**src/rtl/spi_wb_pkg.sv**
```systemverilog
// Shared definitions for the SPI-to-Wishbone target.
//   CMD_WRITE / CMD_READ : recognised command bytes
//   frame_state_t        : SPI frame decoder states
//   wb_state_t           : Wishbone master states
package spi_wb_pkg;

  localparam logic [7:0] CMD_WRITE = 8'h02;
  localparam logic [7:0] CMD_READ  = 8'h03;

  typedef enum logic [2:0] {
    IDLE,
    CMD,
    ADDR,
    WDATA,
    RDUMMY,
    RDATA,
    IGNORE
  } frame_state_t;

  typedef enum logic {
    WB_IDLE,
    WB_REQ
  } wb_state_t;

endpackage

```
**src/rtl/spi_target_sync_edge.sv**
```systemverilog
// Synchronises the SPI pins into the clk_i domain and produces single-cycle
// edge pulses.
//   clk_i, rst_i             : system clock, async active-low reset
//   sck_i, ss_n_i, mosi_i    : raw SPI pins
//   sck_rise, sck_fall       : synchronised sck edge pulses
//   ss_fall, ss_rise         : synchronised select edge pulses
//   ss_n_s, mosi_s           : synchronised levels
module spi_target_sync_edge #(
  parameter int unsigned SYNC_STAGES = 2
) (
  input  logic clk_i,
  input  logic rst_i,
  input  logic sck_i,
  input  logic ss_n_i,
  input  logic mosi_i,
  output logic sck_rise,
  output logic sck_fall,
  output logic ss_fall,
  output logic ss_rise,
  output logic ss_n_s,
  output logic mosi_s
);

  logic [SYNC_STAGES-1:0] sck_sr;
  logic [SYNC_STAGES-1:0] ss_sr;
  logic [SYNC_STAGES-1:0] mosi_sr;
  logic                   sck_d;
  logic                   ss_d;

  // mosi goes through the same depth as sck so data and clock stay aligned
  always_ff @(posedge clk_i or negedge rst_i) begin
    if (!rst_i) begin
      sck_sr  <= '0;
      ss_sr   <= '1;
      mosi_sr <= '0;
      sck_d   <= 1'b0;
      ss_d    <= 1'b1;
    end else begin
      sck_sr  <= {sck_sr[SYNC_STAGES-2:0], sck_i};
      ss_sr   <= {ss_sr[SYNC_STAGES-2:0], ss_n_i};
      mosi_sr <= {mosi_sr[SYNC_STAGES-2:0], mosi_i};
      sck_d   <= sck_sr[SYNC_STAGES-1];
      ss_d    <= ss_sr[SYNC_STAGES-1];
    end
  end

  assign ss_n_s   = ss_sr[SYNC_STAGES-1];
  assign mosi_s   = mosi_sr[SYNC_STAGES-1];
  assign sck_rise =  sck_sr[SYNC_STAGES-1] & ~sck_d;
  assign sck_fall = ~sck_sr[SYNC_STAGES-1] &  sck_d;
  assign ss_fall  = ~ss_sr[SYNC_STAGES-1]  &  ss_d;
  assign ss_rise  =  ss_sr[SYNC_STAGES-1]  & ~ss_d;

endmodule

```
**src/rtl/spi_to_wb_target.sv**
```systemverilog
// SPI mode-0 target bridging frames from an external master onto 8-bit
// classic Wishbone cycles.
//   clk_i, rst_i           : system clock, async active-low reset
//   sck_i, ss_n_i, mosi_i  : SPI inputs; miso_o / miso_oe_o : SPI output + pad enable
//   adr_o, dat_o, dat_i, we_o, cyc_o, stb_o, ack_i, err_i : Wishbone master
//   clr_i                  : clears ovr_o / err_o
//   busy_o                 : frame in progress
//   ovr_o, err_o           : sticky overrun / bus-error flags
// Frames: CMD, ADDR, then data (write 0x02) or dummy + data (read 0x03).
module spi_to_wb_target
  import spi_wb_pkg::*;
#(
  parameter int unsigned SYNC_STAGES = 2,
  parameter logic [7:0]  RD_FILL     = 8'hFF
) (
  input  logic       clk_i,
  input  logic       rst_i,
  input  logic       sck_i,
  input  logic       ss_n_i,
  input  logic       mosi_i,
  output logic       miso_o,
  output logic       miso_oe_o,
  output logic [7:0] adr_o,
  output logic [7:0] dat_o,
  input  logic [7:0] dat_i,
  output logic       we_o,
  output logic       cyc_o,
  output logic       stb_o,
  input  logic       ack_i,
  input  logic       err_i,
  input  logic       clr_i,
  output logic       busy_o,
  output logic       ovr_o,
  output logic       err_o
);

  logic sck_rise, sck_fall, ss_fall, ss_rise, ss_n_s, mosi_s;

  spi_target_sync_edge #(.SYNC_STAGES(SYNC_STAGES)) u_sync (
    .clk_i    (clk_i),
    .rst_i    (rst_i),
    .sck_i    (sck_i),
    .ss_n_i   (ss_n_i),
    .mosi_i   (mosi_i),
    .sck_rise (sck_rise),
    .sck_fall (sck_fall),
    .ss_fall  (ss_fall),
    .ss_rise  (ss_rise),
    .ss_n_s   (ss_n_s),
    .mosi_s   (mosi_s)
  );

  frame_state_t state_q, state_d;
  wb_state_t    wb_q, wb_d;

  logic [2:0] bit_cnt;
  logic [6:0] rx_sr;
  logic [6:0] tx_sr;     // bits still to be shifted; current bit lives in miso_q
  logic       miso_q;
  logic [7:0] addr_cnt;
  logic [7:0] rd_buf;
  logic       rd_valid;
  logic       is_read;
  logic       discard;
  logic       we_q;
  logic [7:0] dat_q;

  logic       active, byte_done, rd_boundary, wr_byte, wb_idle, wb_done;
  logic       rd_launch, wr_launch, launch, ovr_set, err_set;
  logic [7:0] rx_byte, tx_val;

  assign active      = (state_q != IDLE);
  assign byte_done   = active & sck_rise & ~ss_rise & (bit_cnt == 3'd7);
  assign rx_byte     = {rx_sr, mosi_s};
  assign rd_boundary = byte_done & ((state_q == RDUMMY) | (state_q == RDATA));
  assign wr_byte     = byte_done & (state_q == WDATA);
  assign wb_idle     = (wb_q == WB_IDLE);
  assign wb_done     = (wb_q == WB_REQ) & (ack_i | err_i);
  assign rd_launch   = (byte_done & (state_q == ADDR) & is_read) | (rd_boundary & rd_valid);
  assign wr_launch   = wr_byte;
  assign launch      = (rd_launch | wr_launch) & wb_idle;
  assign ovr_set     = (wr_byte & ~wb_idle) | (rd_boundary & ~rd_valid);
  assign err_set     = wb_done & err_i;

  always_comb begin
    state_d = state_q;
    if (ss_rise) begin
      state_d = IDLE;
    end else begin
      unique case (state_q)
        IDLE:    if (ss_fall) state_d = CMD;
        CMD:     if (byte_done)
                   state_d = (rx_byte == CMD_WRITE || rx_byte == CMD_READ) ? ADDR : IGNORE;
        ADDR:    if (byte_done) state_d = is_read ? RDUMMY : WDATA;
        RDUMMY:  if (byte_done) state_d = RDATA;
        default: ;
      endcase
    end
  end

  always_comb begin
    tx_val = '0;
    if (state_d == IGNORE)
      tx_val = RD_FILL;
    else if (rd_boundary)
      tx_val = rd_valid ? rd_buf : RD_FILL;
  end

  always_comb begin
    wb_d = wb_q;
    unique case (wb_q)
      WB_IDLE: if (launch) wb_d = WB_REQ;
      WB_REQ:  if (ack_i | err_i) wb_d = WB_IDLE;
      default: wb_d = WB_IDLE;
    endcase
  end

  always_ff @(posedge clk_i or negedge rst_i) begin
    if (!rst_i) begin
      state_q <= IDLE;
      wb_q    <= WB_IDLE;
    end else begin
      state_q <= state_d;
      wb_q    <= wb_d;
    end
  end

  always_ff @(posedge clk_i or negedge rst_i) begin
    if (!rst_i) begin
      bit_cnt  <= '0;
      rx_sr    <= '0;
      tx_sr    <= '0;
      miso_q   <= 1'b1;
      addr_cnt <= '0;
      rd_buf   <= '0;
      rd_valid <= 1'b0;
      is_read  <= 1'b0;
      discard  <= 1'b0;
      we_q     <= 1'b0;
      dat_q    <= '0;
      ovr_o    <= 1'b0;
      err_o    <= 1'b0;
    end else begin
      if (ss_rise | ss_fall) begin
        bit_cnt <= '0;
      end else if (active & sck_rise) begin
        rx_sr   <= rx_byte[6:0];
        bit_cnt <= bit_cnt + 3'd1;
      end

      if (state_q == CMD && byte_done)
        is_read <= (rx_byte == CMD_READ);

      // The fall right after a byte boundary must not shift: bit 7 of the
      // freshly loaded byte has to stay on the pin for the next rise.
      if (ss_n_s) begin
        miso_q <= 1'b1;
      end else if (ss_fall) begin
        tx_sr  <= '0;
        miso_q <= 1'b0;
      end else if (byte_done) begin
        tx_sr  <= tx_val[6:0];
        miso_q <= tx_val[7];
      end else if (active & sck_fall & (bit_cnt != 3'd0)) begin
        tx_sr  <= {tx_sr[5:0], 1'b0};
        miso_q <= tx_sr[6];
      end

      if (launch) begin
        we_q    <= wr_launch;
        discard <= 1'b0;
        if (wr_launch) dat_q <= rx_byte;
      end else if (wb_done) begin
        we_q <= 1'b0;
      end
      if (ss_rise && wb_q == WB_REQ)
        discard <= 1'b1;

      if (state_q == ADDR && byte_done)
        addr_cnt <= rx_byte;
      else if (wb_done)
        addr_cnt <= addr_cnt + 8'd1;

      if (ss_rise) begin
        rd_valid <= 1'b0;
      end else if (wb_done && !we_q && !discard) begin
        rd_buf   <= err_i ? RD_FILL : dat_i;
        rd_valid <= 1'b1;
      end else if (rd_boundary && rd_valid) begin
        rd_valid <= 1'b0;
      end

      if (ovr_set)    ovr_o <= 1'b1;
      else if (clr_i) ovr_o <= 1'b0;
      if (err_set)    err_o <= 1'b1;
      else if (clr_i) err_o <= 1'b0;
    end
  end

  assign miso_o    = miso_q;
  assign miso_oe_o = ~ss_n_s;
  assign busy_o    = ~ss_n_s;
  assign cyc_o     = (wb_q == WB_REQ);
  assign stb_o     = (wb_q == WB_REQ);
  assign adr_o     = addr_cnt;
  assign dat_o     = dat_q;
  assign we_o      = we_q;

endmodule

```
**config.mk**
```make
export PLATFORM = sky130hd
export DESIGN_NAME = spi_to_wb_target
export DESIGN_NICKNAME = d
export VERILOG_FILES = /design/src/rtl/spi_wb_pkg.sv /design/src/rtl/spi_target_sync_edge.sv /design/src/rtl/spi_to_wb_target.sv
export SDC_FILE = /design/constraint.sdc
export NUM_CORES = 1
export LEC_CHECK = 0
export ABC_CLOCK_PERIOD_IN_PS = 2100
export CAP_MARGIN = 0
export CORE_AREA = 2 2 80 82
export CTS_CLUSTER_SIZE = 20
export DETAILED_ROUTE_END_ITERATION = 16
export DIE_AREA = 0 0 82 84
export GPL_TIMING_DRIVEN = 0
export PLACE_DENSITY = 0.74
export SLEW_MARGIN = 20
export SYNTH_ARGS = -nofsm -noshare
export SYNTH_HDL_FRONTEND = slang
export SYNTH_SLANG_ARGS = --single-unit
```
**constraint.sdc**
```tcl
create_clock -name clk_i -period 2.1 [get_ports clk_i]
set_input_delay 0.42 -clock clk_i [delete_from_list [all_inputs] [get_ports clk_i]]
set_output_delay 0.42 -clock clk_i [all_outputs]
set_load 0.005 [all_outputs]
```
==> metrics.md <==
| Metric | Value |
|---|---|
| Outcome | `complete, no violations` |
| Core area | `6100 um2` |
| Critical path endpoint category | `flip-flop` |
| Via count | `2175` |
| Initial Utilization | `0.468` |
| Worst Min Path Start | `u_sync.sck_sr[0]` |
| IO Count | `40` |
| Yosys reg bits | `60` |
| Crit path from | `u_sync.ss_d` |
| Fin nets | `349` |
| Drt drc | `0` |
| Slew at the pin closest to its max-slew limit | `0.484 ns` |
| Clock power frac | `0.455` |
| Clock buffer depth | `2` |
| Reg2reg start | `u_sync.ss_d` |
| Max cap viols | `0` |
| Port buffer count | `39` |
| Area grow syn2layout | `28.9%` |
| Iteration count of the initial detailed-routing pass | `4` |
| Sequential share of power | `0.463` |
| Total track usage | `0.194` |
| Vias in the first global route | `2238` |
| WL final | `5990 um` |
| Synthesized area | `2850 um2` |
| CTS buffer count | `9` |
| GR Overflow Total | `0` |
| Clock transition at path regs | `0.06 ns` |
| Worst setup path class | `flip-flop to flip-flop` |
| Post-Syn Instances | `273` |
| CP arrival | `2.25 ns` |
| Yosys top cell area share | `0.491` |
| Root buffer cell | `clkbuf_8` |
| Drt wl/cell | `14.6 um` |
| Fin. Hold Viols | `0` |
| Comb power frac | `0.082` |
| Maximum fanout along the worst path | `9` |
| Pwr/cell area | `738 nW/um2` |
| Die height | `84 um` |
| Reg2reg path depth | `7` |
| Worst path depth | `7` |
| Relative slew slack | `0.676` |
| Main synth FF type | `dfrtp_1` |
| CP max stage delay | `0.54 ns` |
| Post-synth top area cell | `dfrtp_1` |
| Total die area | `6890 um2` |
| Switching Power | `0.000617 W` |
| Worst R2R Setup Slack | `0.07 ns` |
| Synth unique cells | `49` |
| Switching Fraction | `0.227` |
| CP max-delay cell | `dfstp_2` |
| Asr flop ratio synth | `1.00` |
| Layout Cells excl Fill | `409` |
| Crit path to | `dat_o[4]` |
| Worst-Skew Late Latency | `0.34 ns` |
| Starting DRT DRC Count | `142` |
| Hold_ws | `0.344 ns` |
| Cells after DPL | `390` |
| Synth warnings | `0` |
| Seq/Total Area, Yosys | `0.528` |
| Diode count | `0` |
| Synth Area per Inst | `10.5 um2` |
| Row cnt | `29` |
| Placed Area | `3370 um2` |
| Maximum number of pins on one net before global-route repair | `50` |
| Hpwl dp | `4180 um` |
| Startpoint types | `flip-flop` |
| H-tree Lvls | `3` |
| Setup Viol. Count Final | `0` |
| Fraction of layout cells with a size suffix above 1 | `0.193` |
| Min Clock Period, post-route | `2.03 ns` |
| Syn Nets | `295` |
| Max Fclk | `492 MHz` |
| LEAKAGE | `1.58 nW` |
| Synth area leaders | `dfrtp_1, mux2_2, o21ai_0` |
| Family with the most delay on the worst path | `simple AND/OR/NAND/NOR gates` |
| Max Slew Vio Count | `0` |
| GP Congestion | `0.878` |
| Initial antenna violation count | `0` |
| Die Span X | `82 um` |
| CP Cell Sequence | `inv_2 -> ha_4 -> and4bb_4 -> nand2b_4 -> nor3_4 -> buf_12 -> mux2_2` |
| Req. time, crit path | `2.31 ns` |
| Final Cycle Share | `0.968` |
| First-pass GRT wire length | `10300 um` |
| EDFF count, synth | `0` |
| Setup Skew | `0.00937 ns` |
| # clock sinks | `60` |
| RSZ-0062 raised after global routing | `no` |
| Post-DR vias/cell | `5.32` |
| Buf+Inv Stages, Crit Path | `2` |
| Worst min-delay path class | `flip-flop to flip-flop` |
| Reg2reg end | `dat_o[4]` |
| CTS tree | `built` |
| P_int | `0.00210 W` |
| Worst VDD drop | `0.482 mV` |
| Post-DRT Antenna Nets | `0` |
| Design area | `3680 um2` |
==> cells in the final DEF, fill, tap and decap left out, drive strengths merged, types with 2 or more instances in the layout <==
| master | instances |
|---|---|
| nor3b | 2 |
| mux2 | 16 |
| dfrtp | 56 |
| buf | 13 |
| nand2b | 7 |
| inv | 10 |
| bufinv | 3 |
| ha | 6 |
| nor3 | 3 |
| nand2 | 27 |
| xor2 | 5 |
| a211o | 2 |
| o21ai | 35 |
| clkbuf | 17 |
| and2 | 2 |
| nand3 | 7 |
| dfstp | 4 |
| and3 | 3 |
| mux2i | 3 |
| o211ai | 2 |
| o31ai | 6 |
| clkinv | 2 |
| xnor2 | 3 |
| clkdlybuf4s50 | 37 |
| a21oi | 18 |
| nor2b | 9 |
| nor2 | 17 |
==> flip-flops by register name, indices dropped and copies added (netlist names), 2 cells and up <==
name / flops
rx_sr: 7
u_sync.mosi_sr: 2
tx_sr: 7
adr_o: 8
dat_o: 8
rd_buf: 8
u_sync.sck_sr: 2
state_q: 3
bit_cnt: 3
u_sync.ss_sr: 2
==> cells by family (layout without fill, tap and decap cells) <==
kind of cell	Yosys count	after routing	share of synthesized area
and+or+nand+nor	84	84	0.159
adders and majority gates	6	6	0.0263
xor gates and xnor gates	8	8	0.0246
muxes	19	19	0.0737
buffers and inverters	24	83	0.0390
DFF	60	60	0.528
AOI/OAI and AO/OA	72	72	0.149
==> power by group through the flow <==
| stage | combinational [W] | clock [W] | sequential [W] |
|---|---|---|---|
| 2_1_floorplan | 0.000124 | 0 | 0.00126 |
| 3_3_place_gp | 0.000205 | 0 | 0.00128 |
| 3_5_place_dp | 0.000216 | 0 | 0.00128 |
| 4_1_cts | 0.000221 | 0.00125 | 0.00126 |
| 5_1_grt | 0.000248 | 0.00130 | 0.00126 |
| 6_report | 0.000222 | 0.00124 | 0.00126 |
==> worst min path at each step <==
stage                        endpoint  slack, ns  cells past startpoint
global placement    u_sync.mosi_sr[1]       0.33                      0
finish               u_sync.sck_sr[1]       0.34                      0
floorplan                    adr_o[0]       0.12                      0
CTS                 u_sync.mosi_sr[1]       0.35                      0
detailed placement           tx_sr[5]       0.28                      1
global route          u_sync.ss_sr[1]       0.37                      0
==> layout make-up <==
type | count | area [um2]
multi-input combinational | 189 | 1270
clock inverter | 5 | 100
timing repair buffer | 43 | 450
tap | 77 | 96.3
clock buffer | 11 | 131
fill | 535 | 2420
sequential | 60 | 1510
buffer | 14 | 86.3
inverter | 10 | 37.5
==> Yosys cell counts, drive strengths merged, types with 4 or more instances <==
library cell	count
dfrtp	56
o21ai	35
nand2	27
a21oi	18
nor2	17
mux2	16
inv	10
buf	9
nor2b	9
nand2b	7
nand3	7
ha	6
o31ai	6
clkbuf	5
xor2	5
dfstp	4
==> what timing repair did <==
action                                  CTS  global route
pin swaps                                 2             2
endpoints found under the hold margin    11             0
hold buffers                              1             0
endpoints found under the setup margin   22            24
buffers inserted                          1             1
gates resized for setup                   7             5
==> routing by layer <==
metal,vias up,GRT usage,share of wire
met5,-,0,0
met4,0,0.0879,0.019
met3,8,0.0368,0.033
met2,40,0.309,0.49
met1,1058,0.255,0.46
li1,1069,-,-
==> through the flow <==
step                power, W  setup TNS, ns  setup slack [ns]   util
floorplan            0.00138              0            0.0996      -
global placement     0.00148         -76.80             -1.30  0.548
detailed placement   0.00149          -2.18            -0.165  0.552
CTS                  0.00273              0            0.0339  0.599
global route         0.00281              0           0.00470  0.604
finish               0.00272              0            0.0678  0.604
(Power assumes the default switching activity.)
